**src/rtl/fifo_pkg.sv**
```systemverilog
// Shared types for the FIFO read-side client: default word width, reader FSM
// states and the per-word frame flags.
package fifo_pkg;

  localparam int FIFO_DATA_WIDTH = 32;

  typedef enum logic {
    BODY = 1'b0,
    CSUM = 1'b1
  } rd_state_t;

  typedef struct packed {
    logic sof;
    logic eof;
  } frame_flags_t;

endpackage

```
**src/rtl/fifo_reader_out_reg.sv**
```systemverilog
// Single-entry output register of the frame stream. It takes a new word whenever
// it is empty or its current word is being accepted downstream.
module fifo_reader_out_reg
  import fifo_pkg::*;
#(
  parameter int DATA_WIDTH = FIFO_DATA_WIDTH
) (
  input  logic                  clock_out,
  input  logic                  rst_out,
  input  logic                  ld_en,
  input  logic [DATA_WIDTH-1:0] ld_data,
  input  frame_flags_t          ld_flags,
  input  logic                  m_ready,
  output logic                  load,
  output logic [DATA_WIDTH-1:0] m_data,
  output logic                  m_valid,
  output logic                  m_sof,
  output logic                  m_eof
);

  assign load = !m_valid || m_ready;

  // Output stage: holds steady while stalled, empties when nothing is offered.
  always_ff @(posedge clock_out) begin
    if (rst_out) begin
      m_valid <= 1'b0;
      m_data  <= '0;
      m_sof   <= 1'b0;
      m_eof   <= 1'b0;
    end else if (load) begin
      m_valid <= ld_en;
      if (ld_en) begin
        m_data <= ld_data;
        m_sof  <= ld_flags.sof;
        m_eof  <= ld_flags.eof;
      end
    end
  end

endmodule

```
**src/rtl/fifo_reader.sv**
```systemverilog
// Read-side FIFO client: pops show-ahead words and repacks them into fixed-length
// sof/eof frames. Define FIFO_READER_CHECKSUM_EN to append a modular-sum word.
module fifo_reader
  import fifo_pkg::*;
#(
  parameter int DATA_WIDTH = FIFO_DATA_WIDTH,
  parameter int FRAME_LEN  = 8,
  parameter int CNT_WIDTH  = 16
) (
  input  logic                  clock_out,
  input  logic                  rst_out,
  input  logic [DATA_WIDTH-1:0] data_out,
  input  logic                  data_out_valid,
  output logic                  data_out_ack,
  output logic [DATA_WIDTH-1:0] m_data,
  output logic                  m_valid,
  input  logic                  m_ready,
  output logic                  m_sof,
  output logic                  m_eof,
  output logic [CNT_WIDTH-1:0]  frame_count
);

  localparam int WC_W = (FRAME_LEN > 2) ? $clog2(FRAME_LEN) : 1;
  localparam logic [WC_W-1:0] LAST_IDX = WC_W'(FRAME_LEN - 1);

  logic                  load;
  logic                  ld_en;
  logic [DATA_WIDTH-1:0] ld_data;
  frame_flags_t          ld_flags;
  logic [WC_W-1:0]       word_cnt;
  logic [WC_W-1:0]       word_cnt_nxt;
  logic                  last_word;

  assign last_word = (word_cnt == LAST_IDX);

`ifdef FIFO_READER_CHECKSUM_EN
  rd_state_t             state;
  rd_state_t             state_nxt;
  logic [DATA_WIDTH-1:0] sum;
  logic [DATA_WIDTH-1:0] sum_nxt;

  always_ff @(posedge clock_out) begin
    if (rst_out) begin
      state    <= BODY;
      word_cnt <= '0;
      sum      <= '0;
    end else begin
      state    <= state_nxt;
      word_cnt <= word_cnt_nxt;
      sum      <= sum_nxt;
    end
  end

  always_comb begin
    state_nxt    = state;
    word_cnt_nxt = word_cnt;
    sum_nxt      = sum;
    data_out_ack = 1'b0;
    ld_en        = 1'b0;
    ld_data      = data_out;
    ld_flags     = '0;
    case (state)
      BODY: begin
        data_out_ack = data_out_valid && load && !rst_out;
        if (data_out_ack) begin
          ld_en        = 1'b1;
          ld_flags.sof = (word_cnt == '0);
          sum_nxt      = sum + data_out;
          word_cnt_nxt = word_cnt + WC_W'(1);
          if (last_word) state_nxt = CSUM;
        end
      end
      CSUM: begin
        // No pop here: this slot carries the sum including the final data word.
        if (load) begin
          ld_en        = 1'b1;
          ld_data      = sum;
          ld_flags.eof = 1'b1;
          sum_nxt      = '0;
          word_cnt_nxt = '0;
          state_nxt    = BODY;
        end
      end
      default: state_nxt = BODY;
    endcase
  end
`else
  always_ff @(posedge clock_out) begin
    if (rst_out) word_cnt <= '0;
    else         word_cnt <= word_cnt_nxt;
  end

  always_comb begin
    data_out_ack = data_out_valid && load && !rst_out;
    ld_en        = data_out_ack;
    ld_data      = data_out;
    ld_flags.sof = (word_cnt == '0);
    ld_flags.eof = last_word;
    word_cnt_nxt = word_cnt;
    if (data_out_ack) word_cnt_nxt = last_word ? '0 : word_cnt + WC_W'(1);
  end
`endif

  fifo_reader_out_reg #(
    .DATA_WIDTH(DATA_WIDTH)
  ) u_out_reg (
    .clock_out(clock_out),
    .rst_out  (rst_out),
    .ld_en    (ld_en),
    .ld_data  (ld_data),
    .ld_flags (ld_flags),
    .m_ready  (m_ready),
    .load     (load),
    .m_data   (m_data),
    .m_valid  (m_valid),
    .m_sof    (m_sof),
    .m_eof    (m_eof)
  );

  // A frame is complete once its eof word handshakes downstream.
  always_ff @(posedge clock_out) begin
    if (rst_out)                        frame_count <= '0;
    else if (m_valid && m_ready && m_eof) frame_count <= frame_count + CNT_WIDTH'(1);
  end

endmodule

```
**config.mk**
```make
export PLATFORM = sky130hd
export DESIGN_NAME = fifo_reader
export DESIGN_NICKNAME = d
export VERILOG_FILES = /design/src/rtl/fifo_pkg.sv /design/src/rtl/fifo_reader_out_reg.sv /design/src/rtl/fifo_reader.sv
export SDC_FILE = /design/constraint.sdc
export NUM_CORES = 1
export LEC_CHECK = 0
export CORE_UTILIZATION = 45
export DETAILED_ROUTE_END_ITERATION = 8
export GPL_ROUTABILITY_DRIVEN = 0
export PLACE_DENSITY = 0.88
export SETUP_SLACK_MARGIN = 0.1
export SLEW_MARGIN = 20
export SYNTH_ARGS = -nofsm -noshare
export SYNTH_HDL_FRONTEND = slang
export SYNTH_SLANG_ARGS = --single-unit
```
**constraint.sdc**
```tcl
create_clock -name clock_out -period 2.4 [get_ports clock_out]
set_input_delay 0.24 -clock clock_out [delete_from_list [all_inputs] [get_ports clock_out]]
set_output_delay 0.24 -clock clock_out [all_outputs]
set_load 0.01 [all_outputs]
```
==> run summary, run 1 <==
The run finished with clean final reports. In this run the tool buffered the top-level ports with 87 buffer cells. The number of flops mapped to enable cells by yosys is 0. The number of vias in the routed layout is 1963. The clock skew is ~0.0053 ns. The H-tree was split into 2 levels. The die footprint came out at about 5000 sq um. After clock tree synthesis, the setup repair step added 0 buffers. The class of the tightest hold or removal check is flip-flop to flip-flop.

The critical path contains buffers and inverters numbering 2 combined. The total number of yosys warnings came out at 0. Counting every net in the synthesized netlist gives around 290. The peak clock frequency supported by timing is between 500 and 600 MHz. Dividing total power by cell area gives a power density of 572 nW/um^2. The count of nets left with antenna violations once routing finished came out at 0.

Data on the critical path is required at its endpoint by around 2.2 ns. The routed design uses a little over 300 um of met3 wire. The worst slew slack as a fraction of its limit is 0.646.

The smallest clock period supported by the final layout is computed as approximately 1.8 ns. In the synthesized netlist the dominant register cell turns out to be sky130_fd_sc_hd__dfxtp_1. The number of hold violations in the final report is 0. The worst-margin pin slew came out at between 0.5 and 0.6 ns. Counting stages on the worst path, the most repeated cell is sky130_fd_sc_hd__clkdlybuf4s50_1. In the final routed layout, each cell accounts on average for roughly 12 um. The setup TNS after final layout is 0 ns. The layout overhead on the synthesized area came out at 47.7%.

Leaving out fill and tap cells, the most frequent cell in the layout is sky130_fd_sc_hd__clkdlybuf4s50_1. The post-cts resize count is 0. The launching element type of the critical path is an input port.

The pin count of the biggest net entering global routing is 55. The cell family with the largest share of critical-path delay is buffers and inverters. The final period utilization came out at 0.763. The number of inserted filler cells in the final layout is roughly 340.

The die height is about 70 um. The routed wire length is between 4 and 5 mm. The final worst setup slack is approximately 0.57 ns. In this run the count of I/O pins placed on the die edge is just under 90. The number of optimization iterations in the first detailed-route pass came out at 4.

The count of routing violations after the opening detailed-route iteration came out at 131. After detailed routing, the number of vias per cell comes to just over 5. The initial core utilization is 0.475. At the later pin of the worst-skew pair, clock insertion delay measures 0.30 ns. The endpoint of the worst setup timing path is data_out_ack. Counting flops and latches in the post-synthesis netlist gives 54. The uppermost signal routing layer after detailed routing is met4. The fraction of final layout cells sized beyond drive strength 1 came out at 0.0536. The number of nets in the layout is approximately 380.

The cell at the root of the clock tree is sky130_fd_sc_hd__clkbuf_8. The clock passes through at most 2 buffers. Summed over all instances, the cell type with the most area after synthesis is sky130_fd_sc_hd__dfxtp_1. The arrival time at the worst endpoint is about 1.6 ns. The post-route cell area is around 3100 sq um.

Setup repair after global routing left no endpoint under its margin. The first global-routing pass estimated approximately 8 mm of wire. From left edge to right edge, the die measures about 70 um. The path depth of the worst reg2reg path came out at 4. The final HPWL from detailed placement came out at ~3.5 mm. The antenna diode instance count came out at 0.

The instance count on the critical path is 5. The area of the mapped netlist came out at between 2000 and 2500 sq um. For this design, the slowest cell found on the critical path is sky130_fd_sc_hd__clkdlybuf4s50_1.

The endpoint identified for the worst register-to-register timing path is frame_count[15]. The maximum net fanout on the critical path is 3. The combined global-route utilization of all metal layers came out at 0.204. Counting distinct cell types in the post-synthesis netlist gives 32. The critical path capture point type is an output port.

The placed instance area is 2990 sq um. The number of max-slew violations in the final report came out at 0. Traced cell by cell, the critical path runs through clkdlybuf4s50_1 -> nand2b_1 -> nand2_1 -> nor2_1 -> clkdlybuf4s50_1.

The per-instance average area after synthesis is between 8 and 9 sq um. The number of sinks driven by the clock tree is 54. The share of the yosys chip area belonging to registers came out at 0.515.

The post-route met1 wirelength came out at approximately 2.0 mm. Ranked by total cell area, the synthesized netlist is headed by sky130_fd_sc_hd__dfxtp_1, sky130_fd_sc_hd__nand2_1, sky130_fd_sc_hd__a21oi_1. The via count of the first global-routing pass came out at ~1800. The number of CTS-inserted buffers came out at 5. The number of antenna violations at the first check in global routing came out at 0. The number of buffers added to fix hold violations after cts came out at 0. The routed length on met2 came out at between 2 and 2.5 mm. The leakage power of the design is approximately 1.2 nW. The max-cap check violation count is 0. In the layout the commonest cells are sky130_fd_sc_hd__clkdlybuf4s50_1, sky130_fd_sc_hd__nand2_1, sky130_fd_sc_hd__dfxtp_1, sky130_fd_sc_hd__a21oi_1, sky130_fd_sc_hd__nor2_1. The worst setup slack after placement came out at roughly 0.45 ns. The critical path in this run is classified as input port to output port.

The number of instances in the synthesized netlist is roughly 250. For this run, asynchronously set or reset flops after synthesis account for 0. The CTS tree is done.

Across the VDD grid, the largest voltage drop is roughly 0.00032 V. The area share of the leading cell type in the synthesized netlist came out at 0.515. In this run the core area contains 24 standard-cell rows. For this run, design rule violations remaining after detail routing come to 0. In this run the standard cell core region covers approximately 4400 sq um. The global-route congestion overflow total is 0.

The largest stage delay on the critical path came out at roughly 0.53 ns. The reg-to-reg critical path startpoint is frame_count[2]. The reg2reg setup slack came out at between 0.7 and 0.8 ns. After clock tree synthesis, the clock-pin slew on the worst setup and hold paths is around 0.09 ns. The setup violation total in the final timing report is 0. The critical path starts at m_ready.
flip-flops by register name (all words and copies together), names as in the netlist:
name,flops
u_out_reg.m_eof,1
word_cnt,3
frame_count,16
u_out_reg.m_sof,1
u_out_reg.m_data,32
u_out_reg.m_valid,1
routing by layer:
metal	global-route usage	up-vias
met5	0	-
met4	0.0800	0
met3	0.0534	7
met2	0.357	59
met1	0.234	897
li1	-	1000
where the power goes:
part | switching, W | internal, W
Combinational | 0.000102 | 0.000135
Sequential | 0.0000194 | 0.000932
Clock | 0.000279 | 0.000307
cells in the mapped netlist, types with 2 or more instances:
master,n
sky130_fd_sc_hd__xor2_1,6
sky130_fd_sc_hd__nand2_1,77
sky130_fd_sc_hd__inv_1,3
sky130_fd_sc_hd__and4_1,2
sky130_fd_sc_hd__nand4_1,4
sky130_fd_sc_hd__a21oi_1,42
sky130_fd_sc_hd__buf_2,3
sky130_fd_sc_hd__ha_1,4
sky130_fd_sc_hd__nor2_1,13
sky130_fd_sc_hd__nor4_1,2
sky130_fd_sc_hd__o21ai_0,3
sky130_fd_sc_hd__nand3_2,2
sky130_fd_sc_hd__buf_1,2
sky130_fd_sc_hd__nand3_1,4
sky130_fd_sc_hd__clkbuf_1,10
sky130_fd_sc_hd__nor3_1,2
sky130_fd_sc_hd__dfxtp_1,54
sky130_fd_sc_hd__xnor2_1,5
sky130_fd_sc_hd__or3_1,3
cell families (layout without fill, tap and decap cells):
family / after synthesis / count (layout) / synth area share
compound gates: 46 / 46 / 0.111
xor+xnor: 11 / 11 / 0.0459
fa+ha+maj: 4 / 4 / 0.0239
buf+inv: 19 / 101 / 0.0376
flops: 54 / 54 / 0.515
mux: 1 / 1 / 0.00477
simple gates: 119 / 119 / 0.262
worst reg2reg max path, delay by kind of cell, from the launching register on:
kind / cells / cell delay [ns]
and+or+nand+nor: 3 / 0.95
DFF: 1 / 0.54
AOI/OAI and AO/OA: 1 / 0.14
worst min path at each step:
stage | startpoint | to | slack [ns] | depth (start not counted)
CTS | data_out[10] | u_out_reg.m_data[10] | 0.46 | 3
global route | u_out_reg.m_data[22] | u_out_reg.m_data[22] | 0.48 | 2
floorplan | data_out_valid | u_out_reg.m_valid | 0.37 | 2
global placement | u_out_reg.m_data[24] | u_out_reg.m_data[24] | 0.44 | 2
detailed placement | u_out_reg.m_data[10] | u_out_reg.m_data[10] | 0.45 | 2
finish | u_out_reg.m_data[12] | u_out_reg.m_data[12] | 0.46 | 2
metrics by stage:
step	hold WS [ns]	std cells	power, W	utilization
2_1_floorplan	0.369	254	0.00107	-
3_3_place_gp	0.440	381	0.00120	0.678
3_5_place_dp	0.446	381	0.00121	0.678
4_1_cts	0.459	388	0.00180	0.702
5_1_grt	0.481	388	0.00186	0.702
6_report	0.456	388	0.00177	0.702
area by class of cell:
cell class / instances / area, sq um / share of cell area
Sequential cell: 54 / 1080 / 0.349
Multi-Input combinational cell: 181 / 938 / 0.303
Timing Repair Buffer: 91 / 896 / 0.289
Clock buffer: 5 / 68.8 / 0.0222
Tap cell: 52 / 65.1 / 0.0210
Clock inverter: 2 / 38.8 / 0.0125
Inverter: 3 / 11.3 / 0.00363
(Power assumes the default switching activity.)
==> run 2: changes to the inputs <==
--- a/config.mk
+++ b/config.mk
@@ -5,10 +5,10 @@
 export SDC_FILE = /design/constraint.sdc
 export NUM_CORES = 1
 export LEC_CHECK = 0
-export CORE_UTILIZATION = 45
+export CORE_UTILIZATION = 42
 export DETAILED_ROUTE_END_ITERATION = 8
 export GPL_ROUTABILITY_DRIVEN = 0
-export PLACE_DENSITY = 0.88
+export PLACE_DENSITY = 0.83
 export SETUP_SLACK_MARGIN = 0.1
 export SLEW_MARGIN = 20
 export SYNTH_ARGS = -nofsm -noshare
==> constraint.sdc (replaced) <==
create_clock -name clock_out -period 1.85 [get_ports clock_out]
set_input_delay 0.185 -clock clock_out [delete_from_list [all_inputs] [get_ports clock_out]]
set_output_delay 0.185 -clock clock_out [all_outputs]
set_load 0.01 [all_outputs]
==> run summary, run 2 (synthesis gave the netlist of run 1 again) <==
The initial core utilization came out at 0.441 (-0.0340). The number of buffer cells added on primary ports came out at 87 (unchanged). The standard-cell row count came out at 25 (+4.2%). TritonCTS built the clock tree.

The number of inserted filler cells in the final layout is 434 (+28%). The max-cap check violation count came out at 0 (unchanged). The core outline area is 4750 sq um (+7.7%). The routed wire length came out at 5.00 mm (+3.1%). Static timing analysis puts the maximum clock frequency at 629 MHz. Setup repair after global routing left no endpoint under its margin.

The deepest level of the CTS H-tree came out at 2 (unchanged). The data required time of the critical path is 2.09 ns (-0.07 ns). The die footprint is 5280 sq um (+6.9%). The worst hold path terminates at u_out_reg.m_data[19]. The flip-flop count of the largest register after layout is 32 (unchanged). The largest registers in the layout are u_out_reg.m_data: 32 flops, frame_count: 16 flops, word_cnt: 3 flops. The number of max-slew violations in the final report is 0 (unchanged). The die boundary width is 72.7 um (+3.4%). The leakage power of the design was 1.19 nW (+3.2%). The CTS clock-pin slew for the worst setup and hold paths is 0.09 ns (about the same). The pin count of the biggest net entering global routing is 55 (unchanged). The power per cell area is 701 nW/um^2 (+22%). The number of nets in the layout is 384 (+2.1%).

The global-route congestion overflow total is 0 (unchanged). The number of antenna violations at the first check in global routing came out at 0 (unchanged). The reg-to-reg critical path startpoint is frame_count[5]. The critical path goes through and4_4 -> nand4_4 -> or4_1 -> a21oi_1. The arrival time at the worst endpoint came out at 1.83 ns (+0.24 ns).

The post-CTS repair timing setup buffer count came to 0 (unchanged). The number of vias in the routed layout is 1995 (+1.6%). The setup TNS after final layout came to 0 ns (unchanged). The wire length per cell came out at 12.1 um (-2.9%).

The setup violation total in the final timing report was 0 (unchanged). The global-route wire length before repair is 8.35 mm (+4.3%). The clock tree buffer depth came out at 2 (unchanged). u_out_reg.m_data holds more flip-flops than any other register. The type of the worst setup path is flip-flop to flip-flop. The flow ran to the end, and the final reports show no timing, DRC or antenna violations. Leaving out fill and tap cells, the most frequent cells in the layout are sky130_fd_sc_hd__clkdlybuf4s50_1, sky130_fd_sc_hd__nand2_1, sky130_fd_sc_hd__dfxtp_1, sky130_fd_sc_hd__a21oi_1, sky130_fd_sc_hd__nor2_1. The layout overhead on the synthesized area is 50.9%.

The number of optimization iterations in the first detailed-route pass came to 4 (unchanged). Among cell families on the critical path, the largest total delay comes from simple AND/OR/NAND/NOR gates. The maximum net fanout on the critical path is 6 (+3). Leaving out fill and tap cells, the most frequent cell in the layout is sky130_fd_sc_hd__clkdlybuf4s50_1. The reg2reg setup slack is 0.26 ns (-0.45 ns). The final HPWL from detailed placement came out at 3.58 mm (+3.0%). In this run the most critical hold path is launched from data_out[19].

The largest stage delay on the critical path came to 0.52 ns (about the same). Subtracting the final worst setup slack from the clock period gives about 1.6 ns. The die height came to 72.7 um (+3.4%). The via count of the first global-routing pass is 1918 (+7.3%). The worst slew slack as a fraction of its limit was 0.631 (-0.0156). The largest individual stage delay along the critical path comes from the cell sky130_fd_sc_hd__or4_1.

The final period utilization is 0.859. The worst setup path is captured at a flip-flop. The count of routing violations after the opening detailed-route iteration came out at 126 (-3.8%). The worst-margin pin slew is 0.554 ns (+0.0234 ns). The path depth of the worst reg2reg path is 4 (unchanged). The count of unresolved DRC violations after routing is 0 (unchanged).

In this run the clock root is driven by a sky130_fd_sc_hd__clkbuf_8. The combined global-route utilization of all metal layers is 0.203 (-0.000950). The cell count of the worst hold path came out at 3 (+1). The launching element type of the critical path is a flip-flop. The smallest hold slack is 0.417 ns (-0.0388 ns). The number of nets still failing antenna checks after routing came out at 0 (unchanged).

The capture point of the worst reg-to-reg path is frame_count[15]. The min-delay analysis places its worst path in the category input port to flip-flop. The clock insertion delay at the later pin of the skew report came out at 0.30 ns (about the same). The per-cell via count in the routed design came out at 4.84 (-4.3%). The fraction of final layout cells sized beyond drive strength 1 came out at 0.0841 (+0.0305). The I/O pin total came out at 88 (unchanged).

The buffer and inverter count on the worst path was 0 (-2). The antenna diode instance count is 0 (unchanged). The critical path starts at frame_count[5]. The clock skew came out at 0.00637 ns (+0.00108 ns). The number of sinks driven by the clock tree is 54 (unchanged). The number of CTS-inserted buffers was 5 (unchanged). The number of hold violations in the final report came out at 0 (unchanged). The largest voltage drop on the vdd net is 0.000471 V (+47%).
run 2: worst max path at each step:
| stage | to | slack [ns] | cells after the start |
|---|---|---|---|
| after floorplan | frame_count[14] | 0.29 | 6 |
| after global placement | data_out_ack | 0.13 | 5 |
| after detailed placement | u_out_reg.m_data[8] | 0.07 | 7 |
| after CTS | frame_count[15] | 0.21 | 4 |
| after global routing | frame_count[15] | 0.16 | 4 |
| final | frame_count[15] | 0.26 | 4 |
run 2: layout make-up:
| cell class | instances | area (sq um) | share of cell area |
|---|---|---|---|
| clock inverter | 2 | 12.5 | 0.00395 |
| timing repair buffer | 99 | 955 | 0.301 |
| clock buffer | 6 | 82.6 | 0.0261 |
| sequential | 54 | 1080 | 0.342 |
| tap | 67 | 83.8 | 0.0265 |
| inverter | 3 | 11.3 | 0.00356 |
| multi-input combinational | 181 | 938 | 0.296 |
run 2: what timing repair did:
action | CTS | global route
hold endpoints to repair | 0 | 0
setup endpoints to repair | 1 | 1
resized for setup | 1 | 2
pin swaps | 0 | 0
hold buffers | 0 | 0
run 2: metrics by stage:
step | cell area [sq um] | utilization | instances | total power, W | setup WS, ns
after detailed placement | 3070 | 0.646 | 404 | 0.00158 | 0.0727
after global routing | 3170 | 0.666 | 412 | 0.00232 | 0.157
after global placement | 3070 | 0.646 | 404 | 0.00157 | 0.130
after floorplan | 2100 | - | 254 | 0.00138 | 0.287
final | 3170 | 0.666 | 412 | 0.00222 | 0.261
after CTS | 3160 | 0.666 | 412 | 0.00224 | 0.212
run 2: power by group:
group | internal [W] | total (W) | switching [W]
combinational | 0.000177 | 0.000311 | 0.000134
clock | 0.000301 | 0.000674 | 0.000373
sequential | 0.00121 | 0.00123 | 0.0000245
run 2: layer usage:
| metal | share of wire | track usage |
|---|---|---|
| met3 | 0.051 | 0.0649 |
| met1 | 0.42 | 0.225 |
| met4 | 0.0080 | 0.0654 |
| met5 | 0 | 0 |
| met2 | 0.52 | 0.367 |
run 2: worst min-delay path: cells and delay by family:
family | cells | cell delay [ns]
buffers and inverters | 1 | 0.39
and+or+nand+nor | 1 | 0.06
AOI/OAI and AO/OA | 1 | 0.05
==> run 3: changes to the inputs <==
--- a/config.mk
+++ b/config.mk
@@ -9,6 +9,7 @@
 export DETAILED_ROUTE_END_ITERATION = 8
 export GPL_ROUTABILITY_DRIVEN = 0
 export PLACE_DENSITY = 0.83
+export REMOVE_ABC_BUFFERS = 1
 export SETUP_SLACK_MARGIN = 0.1
 export SLEW_MARGIN = 20
 export SYNTH_ARGS = -nofsm -noshare
==> run summary, run 3 (synthesis gave the netlist of run 1 again) <==
The number of sinks driven by the clock tree is 54 (unchanged). The top cell types in the final layout, fill and taps aside, are sky130_fd_sc_hd__clkdlybuf4s50_1, sky130_fd_sc_hd__nand2_1, sky130_fd_sc_hd__dfxtp_1, sky130_fd_sc_hd__a21oi_1, sky130_fd_sc_hd__nor2_1. The via count of the first global-routing pass came out at 1934 (+0.83%). The largest stage delay on the critical path is 0.53 ns (about the same).

The largest registers in the layout are u_out_reg.m_data: 32 flops, frame_count: 16 flops, word_cnt: 3 flops. The class of the tightest hold or removal check is input port to flip-flop. The leakage power of the design was 1.19 nW (-0.42%).

The wire length per cell is 12.5 um (+3.0%). The layout overhead on the synthesized area is 50.5%. The final period utilization is 0.887 (+0.0285). The per-cell via count in the routed design was 4.94 (+2.0%).

The I/O pin total is 88 (unchanged). The share of power burned in combinational logic is 0.146 (+0.006). The post-CTS repair timing setup buffer count is 0 (unchanged). The global-route congestion overflow total is 0 (unchanged).

The core outline area came out at 4750 sq um (unchanged). The number of hold violations in the final report is 0 (unchanged). The number of buffer cells added on primary ports came out at 87 (unchanged). The number of optimization iterations in the first detailed-route pass is 4 (unchanged). The sequential cell fraction of total power was 0.573 (+0.017). In this run the clock root is driven by a sky130_fd_sc_hd__clkbuf_8. The CTS clock-pin slew for the worst setup and hold paths is 0.09 ns (about the same).

The largest voltage drop on the vdd net is 0.000428 V (-9.1%). The die height was 72.7 um (unchanged). The number of inserted filler cells in the final layout came out at 422 (-2.8%). The most flop-heavy register is u_out_reg.m_data. The data required time of the critical path came out at 2.08 ns (about the same). The net switching power of the design is 0.000504 W (-5.2%). The standard-cell row count is 25 (unchanged). The routed wire length came to 5.13 mm (+2.7%). Setup repair after global routing left no endpoint under its margin. TritonCTS built the clock tree. The launching element type of the critical path is a flip-flop. The setup violation total in the final timing report is 0 (unchanged). The clock skew came out at 0.00291 ns (-0.00346 ns). The critical path is of the flip-flop to flip-flop type. Traced cell by cell, the critical path runs through and4_1 -> nand4_4 -> or4_1 -> a21oi_1. The worst setup slack after placement came out at 0.0405 ns (-0.0322 ns). The most common cell after layout, fill and taps aside is sky130_fd_sc_hd__clkdlybuf4s50_1.

The number of max-slew violations in the final report is 0 (unchanged). The global-route wire length before repair came out at 8.60 mm (+3.1%). The max-cap check violation count is 0 (unchanged).

The worst slew slack as a fraction of its limit came out at 0.638 (+0.00686). The worst-margin pin slew is 0.543 ns (-0.0103 ns). The number of buffers added to fix hold violations after cts is 0 (unchanged). The fraction of final layout cells sized beyond drive strength 1 came out at 0.0698 (-0.0143). The net switching share of the total power is 0.234 (-0.00542). The count of routing violations after the opening detailed-route iteration is 64 (-49%). The slowest stage of the critical path is the sky130_fd_sc_hd__or4_1 cell. The power share of the clock group came out at 0.281 (-0.023). The clock insertion delay at the later pin of the skew report came to 0.30 ns (about the same). The number of nets in the layout came to 384 (unchanged).

The setup TNS after final layout came out at 0 ns (unchanged). The minimum clock period is 1.64 ns (+0.0528 ns). The post-cts resize count is 1 (unchanged). The power per cell area was 682 nW/um^2 (-2.7%). The final worst setup slack came out at 0.208 ns (-0.0528 ns). The number of CTS-inserted buffers is 5 (unchanged). The clock tree buffer depth came out at 2 (unchanged). The run finished with clean final reports. The number of antenna violations at the first check in global routing is 0 (unchanged).

The utilization after layout is 0.664 (-0.00184). The final HPWL from detailed placement is 3.74 mm (+4.4%). The peak clock frequency supported by timing was 609 MHz (-3.2%). The smallest hold slack came out at 0.427 ns (+0.00949 ns). The count of unresolved DRC violations after routing is 0 (unchanged). The die footprint is 5280 sq um (unchanged). The combined global-route utilization of all metal layers is 0.211 (+0.00864). The die boundary width was 72.7 um (unchanged).

The number of vias in the routed layout came out at 2029 (+1.7%). The antenna diode instance count is 0 (unchanged). The pin count of the biggest net entering global routing is 55 (unchanged).

STA classifies the critical path endpoint as a flip-flop. The deepest level of the CTS H-tree was 2 (unchanged). The initial core utilization is 0.441 (unchanged). The arrival time at the worst endpoint came to 1.87 ns (+0.04 ns).

The number of nets still failing antenna checks after routing is 0 (unchanged). The internal power of the cells came out at 0.00165 W (-2.3%). The maximum net fanout on the critical path is 6 (unchanged). The flip-flop count of the largest register after layout was 32 (unchanged).
[run 3: cell types whose count changed in the layout (fill, tap and decap cells not counted)]
cell                         before  now
sky130_fd_sc_hd__dfxtp_1         52   54
sky130_fd_sc_hd__clkbuf_8         6    5
sky130_fd_sc_hd__clkbuf_1         0    2
sky130_fd_sc_hd__clkinvlp_4       1    0
sky130_fd_sc_hd__dfxtp_2          2    0
sky130_fd_sc_hd__buf_4           12   11
sky130_fd_sc_hd__buf_12           0    1
sky130_fd_sc_hd__clkinv_2         1    0
[run 3: stage by stage]
step / area [sq um] / cells / total power [W]
finish: 3160 / 411 / 0.00215
global route: 3160 / 411 / 0.00226
CTS: 3160 / 411 / 0.00218
detailed placement: 3080 / 404 / 0.00158
global placement: 3080 / 404 / 0.00157
floorplan: 2030 / 238 / 0.00136
[run 3: path summary, 6_finish.rpt]
kind | slack [ns] | startpoint | cells past startpoint | endpoint
setup / recovery | 0.21 | frame_count[8] | 4 | frame_count[15]
hold / removal | 0.43 | data_out[7] | 3 | u_out_reg.m_data[7]
setup reg to reg | 0.21 | frame_count[8] | 4 | frame_count[15]
hold reg to reg | 0.45 | u_out_reg.m_data[11] | 2 | u_out_reg.m_data[11]
[run 3: routing by layer]
| metal | global-route usage | wire length, um | up-vias | share of wire |
|---|---|---|---|---|
| li1 | - | - | 1014 | - |
| met1 | 0.232 | 2120 | 926 | 0.41 |
| met2 | 0.363 | 2440 | 78 | 0.48 |
| met3 | 0.0856 | 461 | 11 | 0.090 |
| met4 | 0.0850 | 108 | 0 | 0.021 |
| met5 | 0 | 0 | - | 0 |
[run 3: critical path, delay by kind of cell (launching register included)]
| family | cells | cell delay (ns) |
|---|---|---|
| and+or+nand+nor | 3 | 1.00 |
| DFF | 1 | 0.44 |
| AOI/OAI and AO/OA | 1 | 0.15 |
[run 3: cell type report]
type	instances	area (sq um)	share of cell area
flip-flops and latches	54	1080	0.342
repair buffers	99	967	0.306
multi-input cells	181	938	0.297
well taps	67	83.8	0.0265
clock buffers	7	76.3	0.0242
inverters	3	11.3	0.00357
[run 3: power groups by stage]
stage / Clock (W) / Sequential, W / Combinational [W]
3_5_place_dp: 0 / 0.00126 / 0.000317
3_3_place_gp: 0 / 0.00126 / 0.000314
5_1_grt: 0.000667 / 0.00124 / 0.000347
4_1_cts: 0.000623 / 0.00123 / 0.000318
6_report: 0.000605 / 0.00123 / 0.000315
2_1_floorplan: 0 / 0.00128 / 0.0000793
